==> src/rtl/opb_event_counter_bank.sv <==
// opb_event_counter_bank: bank of C_NUM_CH per-cycle event counters on an OPB
// slave port, with per-channel enable mask, atomic snapshot, bulk clear and
// sticky overflow flags (write-1-to-clear).
// Optional build macro OPB_CNT_BANK_IRQ_EN adds an IRQEN register at word
// offset 0x4C and a registered irq output; without it 0x4C reads as zero.
module opb_event_counter_bank #(
  parameter logic [31:0] C_BASEADDR  = 32'h0000_0000,
  parameter logic [31:0] C_HIGHADDR  = 32'h0000_00FF,
  parameter int          C_NUM_CH    = 4,
  parameter int          C_CNT_WIDTH = 32,
  parameter int          C_SATURATE  = 0
) (
  input  logic                OPB_Clk,
  input  logic                OPB_Rst_n,
  input  logic [0:31]         OPB_ABus,
  input  logic [0:3]          OPB_BE,
  input  logic [0:31]         OPB_DBus,
  input  logic                OPB_RNW,
  input  logic                OPB_select,
  input  logic                OPB_seqAddr,
  output logic [0:31]         Sl_DBus,
  output logic                Sl_xferAck,
  output logic                Sl_errAck,
  output logic                Sl_retry,
  output logic                Sl_toutSup,
  input  logic [C_NUM_CH-1:0] user_event_in
`ifdef OPB_CNT_BANK_IRQ_EN
  ,
  output logic                irq
`endif
);

  localparam logic [31:0] SPAN = C_HIGHADDR - C_BASEADDR;

  localparam logic [5:0] W_CTRL  = 6'h10;
  localparam logic [5:0] W_OVF   = 6'h11;
  localparam logic [5:0] W_EN    = 6'h12;
  localparam logic [5:0] W_IRQEN = 6'h13;

  // OPB bit 31 is the LSB, so a plain MSB-to-MSB copy yields conventional
  // little-endian vectors for internal arithmetic.
  logic [31:0] addr;
  logic [31:0] wdata;
  logic [31:0] off;
  logic [5:0]  word;
  logic        hit;

  assign addr  = OPB_ABus;
  assign wdata = OPB_DBus;
  // Offset compare against the span avoids a separate lower-bound compare:
  // addresses below the base wrap to a huge offset and miss.
  assign off   = addr - C_BASEADDR;
  assign word  = off[7:2];
  assign hit   = OPB_select && (off <= SPAN);

  logic ack_q, ack_d;
  logic [31:0] dbus_q, dbus_d;

  logic [C_CNT_WIDTH-1:0] cnt_q  [C_NUM_CH];
  logic [C_CNT_WIDTH-1:0] cnt_d  [C_NUM_CH];
  logic [C_CNT_WIDTH-1:0] snap_q [C_NUM_CH];
  logic [C_NUM_CH-1:0]    ovf_q, ovf_d, ovf_set;
  logic [C_NUM_CH-1:0]    en_q, en_d;
  logic [C_NUM_CH-1:0]    wmask;

  logic wr_en, ctrl_wr, snap_now, clr_now, ovf_wr, en_wr;

  // Writes take effect in the ack cycle while the master still drives the bus.
  assign wr_en    = ack_q && !OPB_RNW;
  assign ctrl_wr  = wr_en && (word == W_CTRL);
  assign snap_now = ctrl_wr && wdata[0];
  assign clr_now  = ctrl_wr && wdata[1];
  assign ovf_wr   = wr_en && (word == W_OVF);
  assign en_wr    = wr_en && (word == W_EN);

`ifdef OPB_CNT_BANK_IRQ_EN
  logic [C_NUM_CH-1:0] irqen_q, irqen_d;
  logic                irq_q, irq_d;
  logic                irqen_wr;

  assign irqen_wr = wr_en && (word == W_IRQEN);
  assign irq      = irq_q;
`endif

  // Channel i lives at bit (31-i) of a bus word.
  function automatic logic [31:0] mask_to_word(input logic [C_NUM_CH-1:0] m);
    logic [31:0] w;
    w = '0;
    for (int i = 0; i < C_NUM_CH; i++) w[31-i] = m[i];
    return w;
  endfunction

  // Right-justify and zero-extend a counter value.
  function automatic logic [31:0] cnt_to_word(input logic [C_CNT_WIDTH-1:0] c);
    logic [31:0] w;
    w = '0;
    w[C_CNT_WIDTH-1:0] = c;
    return w;
  endfunction

  // Extract the per-channel mask from the write data.
  always_comb begin
    wmask = '0;
    for (int i = 0; i < C_NUM_CH; i++) wmask[i] = wdata[31-i];
  end

  // Counter next state: clear beats events; overflow wraps or saturates.
  always_comb begin
    ovf_set = '0;
    for (int i = 0; i < C_NUM_CH; i++) begin
      cnt_d[i] = cnt_q[i];
      if (clr_now) begin
        cnt_d[i] = '0;
      end else if (user_event_in[i] && en_q[i]) begin
        if (&cnt_q[i]) begin
          ovf_set[i] = 1'b1;
          cnt_d[i]   = (C_SATURATE != 0) ? cnt_q[i] : '0;
        end else begin
          cnt_d[i] = cnt_q[i] + C_CNT_WIDTH'(1);
        end
      end
    end
  end

  // Flag and mask next state; a hardware overflow set beats a software clear.
  always_comb begin
    ovf_d = (ovf_q & ~(ovf_wr ? wmask : '0)) | ovf_set;
    en_d  = en_wr ? wmask : en_q;
`ifdef OPB_CNT_BANK_IRQ_EN
    irqen_d = irqen_wr ? wmask : irqen_q;
    irq_d   = |(ovf_q & irqen_q);
`endif
  end

  // Read mux and single-cycle acknowledge generation.
  always_comb begin
    logic [31:0] rdata;
    rdata = '0;
    for (int i = 0; i < C_NUM_CH; i++) begin
      if (word == 6'(i)) rdata = cnt_to_word(snap_q[i]);
    end
    case (word)
      W_OVF:   rdata = mask_to_word(ovf_q);
      W_EN:    rdata = mask_to_word(en_q);
`ifdef OPB_CNT_BANK_IRQ_EN
      W_IRQEN: rdata = mask_to_word(irqen_q);
`endif
      default: ;
    endcase
    ack_d  = hit && !ack_q;
    dbus_d = (hit && !ack_q && OPB_RNW) ? rdata : '0;
  end

  // Bus-side registers; reset drops an in-flight ack immediately.
  always_ff @(posedge OPB_Clk or negedge OPB_Rst_n) begin
    if (!OPB_Rst_n) begin
      ack_q  <= 1'b0;
      dbus_q <= '0;
    end else begin
      ack_q  <= ack_d;
      dbus_q <= dbus_d;
    end
  end

  // Counters, snapshots (pre-update values), flags and masks.
  always_ff @(posedge OPB_Clk or negedge OPB_Rst_n) begin
    if (!OPB_Rst_n) begin
      for (int i = 0; i < C_NUM_CH; i++) begin
        cnt_q[i]  <= '0;
        snap_q[i] <= '0;
      end
      ovf_q <= '0;
      en_q  <= '1;
`ifdef OPB_CNT_BANK_IRQ_EN
      irqen_q <= '0;
      irq_q   <= 1'b0;
`endif
    end else begin
      for (int i = 0; i < C_NUM_CH; i++) begin
        cnt_q[i] <= cnt_d[i];
        if (snap_now) snap_q[i] <= cnt_q[i];
      end
      ovf_q <= ovf_d;
      en_q  <= en_d;
`ifdef OPB_CNT_BANK_IRQ_EN
      irqen_q <= irqen_d;
      irq_q   <= irq_d;
`endif
    end
  end

  assign Sl_DBus    = dbus_q;
  assign Sl_xferAck = ack_q;
  assign Sl_errAck  = 1'b0;
  assign Sl_retry   = 1'b0;
  assign Sl_toutSup = 1'b0;

  logic unused_sig;
  assign unused_sig = ^{OPB_BE, OPB_seqAddr, off[31:8], off[1:0], wdata};

endmodule

==> config.mk <==
export PLATFORM = sky130hd
export DESIGN_NAME = opb_event_counter_bank
export DESIGN_NICKNAME = d
export VERILOG_FILES = /design/src/rtl/opb_event_counter_bank.sv
export SDC_FILE = /design/constraint.sdc
export NUM_CORES = 1
export LEC_CHECK = 0
export BUFFER_PORTS_ARGS = -buffer_cell sky130_fd_sc_hd__buf_2
export CAP_MARGIN = 30
export CORE_ASPECT_RATIO = 1.1
export CORE_UTILIZATION = 28
export CTS_CLUSTER_SIZE = 14
export DETAILED_ROUTE_END_ITERATION = 10
export PLACE_DENSITY_LB_ADDON = 0.08
export RECOVER_POWER = 100
export SLEW_MARGIN = 25
export SYNTH_ARGS = -nofsm -noshare
export SYNTH_HDL_FRONTEND = slang
export SYNTH_SLANG_ARGS = --single-unit
export TNS_END_PERCENT = 50
==> constraint.sdc <==
create_clock -name OPB_Clk -period 2.7 [get_ports OPB_Clk]
set_clock_uncertainty 0.05 [all_clocks]
set_input_delay 0.135 -clock OPB_Clk [delete_from_list [all_inputs] [get_ports OPB_Clk]]
set_output_delay 0.135 -clock OPB_Clk [all_outputs]
set_load 0.02 [all_outputs]
==> Implementation_results.wiki <==
{| class="wikitable"
! Metric !! Value
|-
| Arr. time, crit path || 2.79 ns
|-
| CP peak stage delay || 0.75 ns
|-
| Slowest CP cell || sky130_fd_sc_hd__or4_1
|-
| Largest net degree at the start of global routing || 91
|-
| Initial antenna violation count || 0
|-
| # placed instances || 1996
|-
| Area enclosed by the die boundary || 51000 um^2
|-
| Die Y || 237 um
|-
| Design Area, Final || 16700 um^2
|-
| Count of buffering cells on the critical path with inverters included || 1
|-
| Max-cap violations || 0
|-
| Slew Limit Fails || 0
|-
| Routed wire length per instance || 20.8 um
|-
| Slew at the pin with the worst max-slew slack || 1.46 ns
|-
| Vias in the first global route || 10367
|-
| Count of synthesis-stage warnings from yosys || 0
|-
| Crit path max fanout || 24
|-
| Core utilization of the finished layout || 0.338
|-
| Top library cells by usage in the layout, fill and taps aside || sky130_fd_sc_hd__dfrtp_1 (293), sky130_fd_sc_hd__nor2_1 (153), sky130_fd_sc_hd__mux2_2 (103)
|-
| Asr flop ratio synth || 1.00
|-
| Final WL || 43.0 mm
|-
| Antenna diode count || 0
|-
| Count of flip-flops with a built-in enable after synthesis || 0
|-
| #FFs+latches synth || 297
|-
| DR vias || 10232
|-
| Die Wd || 215 um
|-
| Reg clk slew, reported paths || 0.06 ns
|-
| Antenna Nets Post-Route || 0
|-
| Final period utilization || 0.894
|-
| Total Negative Setup Slacks || 0 ns
|-
| Number of top-level pins || 113
|-
| All-layer global routing usage || 0.173
|-
| Detailed router's first-iteration violation count || 599
|-
| Worst EP required || 3.08 ns
|-
| Sort of element at the end of the critical path || flip-flop
|-
| Post-Synthesis Cells || 1283
|-
| Number of setup violations in the final report || 0
|-
| Final RePlAce weighted congestion || 0.788
|-
| Insertion delay to the later sink of the worst-skew pair || 0.56 ns
|-
| Port Buffers || 76
|-
| Hold violation count in the final report || 0
|-
| Unique masters post-synth || 60
|-
| Maximum clock frequency || 414 MHz
|-
| Result of the run || completed
|-
| Global-route wire length before repair || 66.5 mm
|-
| Number of standard cells in the layout, taps in and fillers out || 2071
|-
| CTS resizes || 0
|-
| Main synth FF type || sky130_fd_sc_hd__dfrtp_1
|-
| Setup repair after global routing missed its margin || no
|-
| Placed instance area || 15500 um^2
|-
| Share of layout cells above drive strength 1 || 0.197
|-
| Number of clock buffers inserted by TritonCTS || 37
|-
| Total Nets Final || 1472
|-
| Number of standard-cell rows in the floorplan || 85
|-
| H-Tree Depth || 2
|-
| Startpoint kind of the worst setup timing path || flip-flop
|-
| Vias per cell || 4.94
|-
| Pleak || 0.00762 uW
|-
| Cell area after synthesis || 14000 um^2
|-
| Clock tree from TritonCTS || built
|-
| Leading cell type in the layout, fill and taps excluded || sky130_fd_sc_hd__dfrtp_1
|-
| Cell at the root of the clock tree || sky130_fd_sc_hd__clkbuf_16
|-
| Total overflow reported by the global router || 0
|-
| Starting density of the core || 0.285
|-
| Number of buffers on the longest clock path || 3
|-
| Crit path cell chain || nand4_1 > or4_1 > nor3_1 > a21bo_2 > buf_12 > nor2_1
|-
| Sequential fraction of the synthesis area || 0.530
|-
| Kind of cell adding the most delay to the critical path || simple AND/OR/NAND/NOR gates
|-
| Worst vdd ir || 330 uV
|-
| Total core area || 49200 um^2
|-
| Drt first pass iters || 5
|-
| Final worst hold slack || 0.0435 ns
|-
| Detail Placement HPWL || 30.7 mm
|-
| Worst setup path category || reg -> reg
|-
| Headroom to the max-slew limit || 0.0262
|-
| Synth-to-Final Area Change || 18.7%
|-
| Ratio of total power to cell area || 595 nW/um^2
|-
| Path class of the lowest-slack min-delay path || in -> reg
|-
| CTS sink cnt || 297
|-
| Syn Area/Cell || 10.9 um^2
|-
| Post-route DRC || 0
|-
| Final period demand of the worst path || 2.41 ns
|}
final timing paths:
| check | startpoint | to | slack [ns] | cells past startpoint |
|---|---|---|---|---|
| min reg2reg | snap_q[30]$_DFFE_PN0P_ | snap_q[30]$_DFFE_PN0P_ | 0.44 | 2 |
| max reg2reg | cnt_q[6]$_DFFE_PN0P_ | cnt_q[5]$_DFFE_PN0P_ | 0.29 | 6 |
| min in group asynchronous | OPB_Rst_n | cnt_q[70]$_DFFE_PN0P_ | 0.12 | 2 |
| min | user_event_in[2] | ovf_q[2]$_DFF_PN0_ | 0.04 | 4 |
| max | cnt_q[6]$_DFFE_PN0P_ | cnt_q[5]$_DFFE_PN0P_ | 0.29 | 6 |
| max in group asynchronous | OPB_Rst_n | snap_q[39]$_DFFE_PN0P_ | 0.58 | 3 |
cells in the mapped netlist, drive strengths merged (3+ instances only):
master	n	area (um^2)
nand2	82	308
a31oi	17	106
o22ai	29	181
inv	14	52.6
mux2	151	1700
a21oi	14	70.1
xnor2	51	447
o21ai	24	120
mux4	3	67.6
and2	17	106
o31ai	13	116
or3	7	43.8
nor4b	9	115
clkbuf	45	169
xor2	51	447
and3	24	150
a22oi	6	45.0
ha	4	50.1
or4	4	30.0
nand4b	5	43.8
dfstp	4	105
nand4	62	400
buf	22	116
dfrtp	293	7330
nor4	31	249
or2	3	18.8
and4	13	114
nand3	50	250
nor2	153	574
nor3	62	330
layer usage:
layer / share of wire / wire (um) / vias up / track usage
met5: 0 / 0 / - / 0
met4: 0.024 / 1030 / 0 / 0.0511
met3: 0.043 / 1850 / 49 / 0.0337
met2: 0.44 / 19100 / 205 / 0.262
met1: 0.49 / 21000 / 5129 / 0.247
li1: - / - / 4849 / -
flip-flops by register name, indices dropped and copies added, names as in the netlist:
| name | count |
|---|---|
| ovf_q | 4 |
| en_q | 4 |
| snap_q | 128 |
| cnt_q | 128 |
| Sl_xferAck | 1 |
| Sl_DBus | 32 |
tightest hold or removal path, cell delays in order:
cell                      delay, ns
sky130_fd_sc_hd__buf_2         0.11
sky130_fd_sc_hd__nand2_1       0.06
sky130_fd_sc_hd__buf_4         0.19
sky130_fd_sc_hd__o31ai_1       0.10
what timing repair did:
action | in CTS | in global routing
buffers inserted | 0 | 0
hold buffers | 8 | 0
endpoints found under the hold margin | 84 | 0
setup endpoints to repair | 0 | 0
report_power, final:
part | switching [uW] | internal, uW
logic | 179 | 64.0
registers | 0.0000187 | 4450
clock network | 2020 | 3210
metrics by stage:
step / setup WS [ns] / total power [uW]
floorplan: 0.450 / 4600
global placement: 0.231 / 4790
detailed placement: 0.201 / 4790
CTS: 0.328 / 10100
global route: 0.120 / 10300
finish: 0.285 / 9920
cell type report:
| type | count | area [um^2] |
|---|---|---|
| well taps | 652 | 816 |
| fillers | 5009 | 32600 |
| clock inverters | 10 | 183 |
| clock buffers | 57 | 1100 |
| repair buffers | 134 | 793 |
| inverters | 14 | 52.6 |
| multi-input cells | 907 | 6280 |
| flip-flops and latches | 297 | 7440 |
cells by family (layout without fill, tap and decap cells):
kind of cell	after synthesis	after routing	share of synthesized area
compound gates	115	115	0.0535
simple gates	529	529	0.199
fa+ha+maj	4	4	0.00357
other cells	1	3	0.000267
mux	154	154	0.126
xor+xnor	102	102	0.0636
buf+inv	81	215	0.0241
flops	297	297	0.530
No activity file was read; power rests on OpenSTA's default activity.
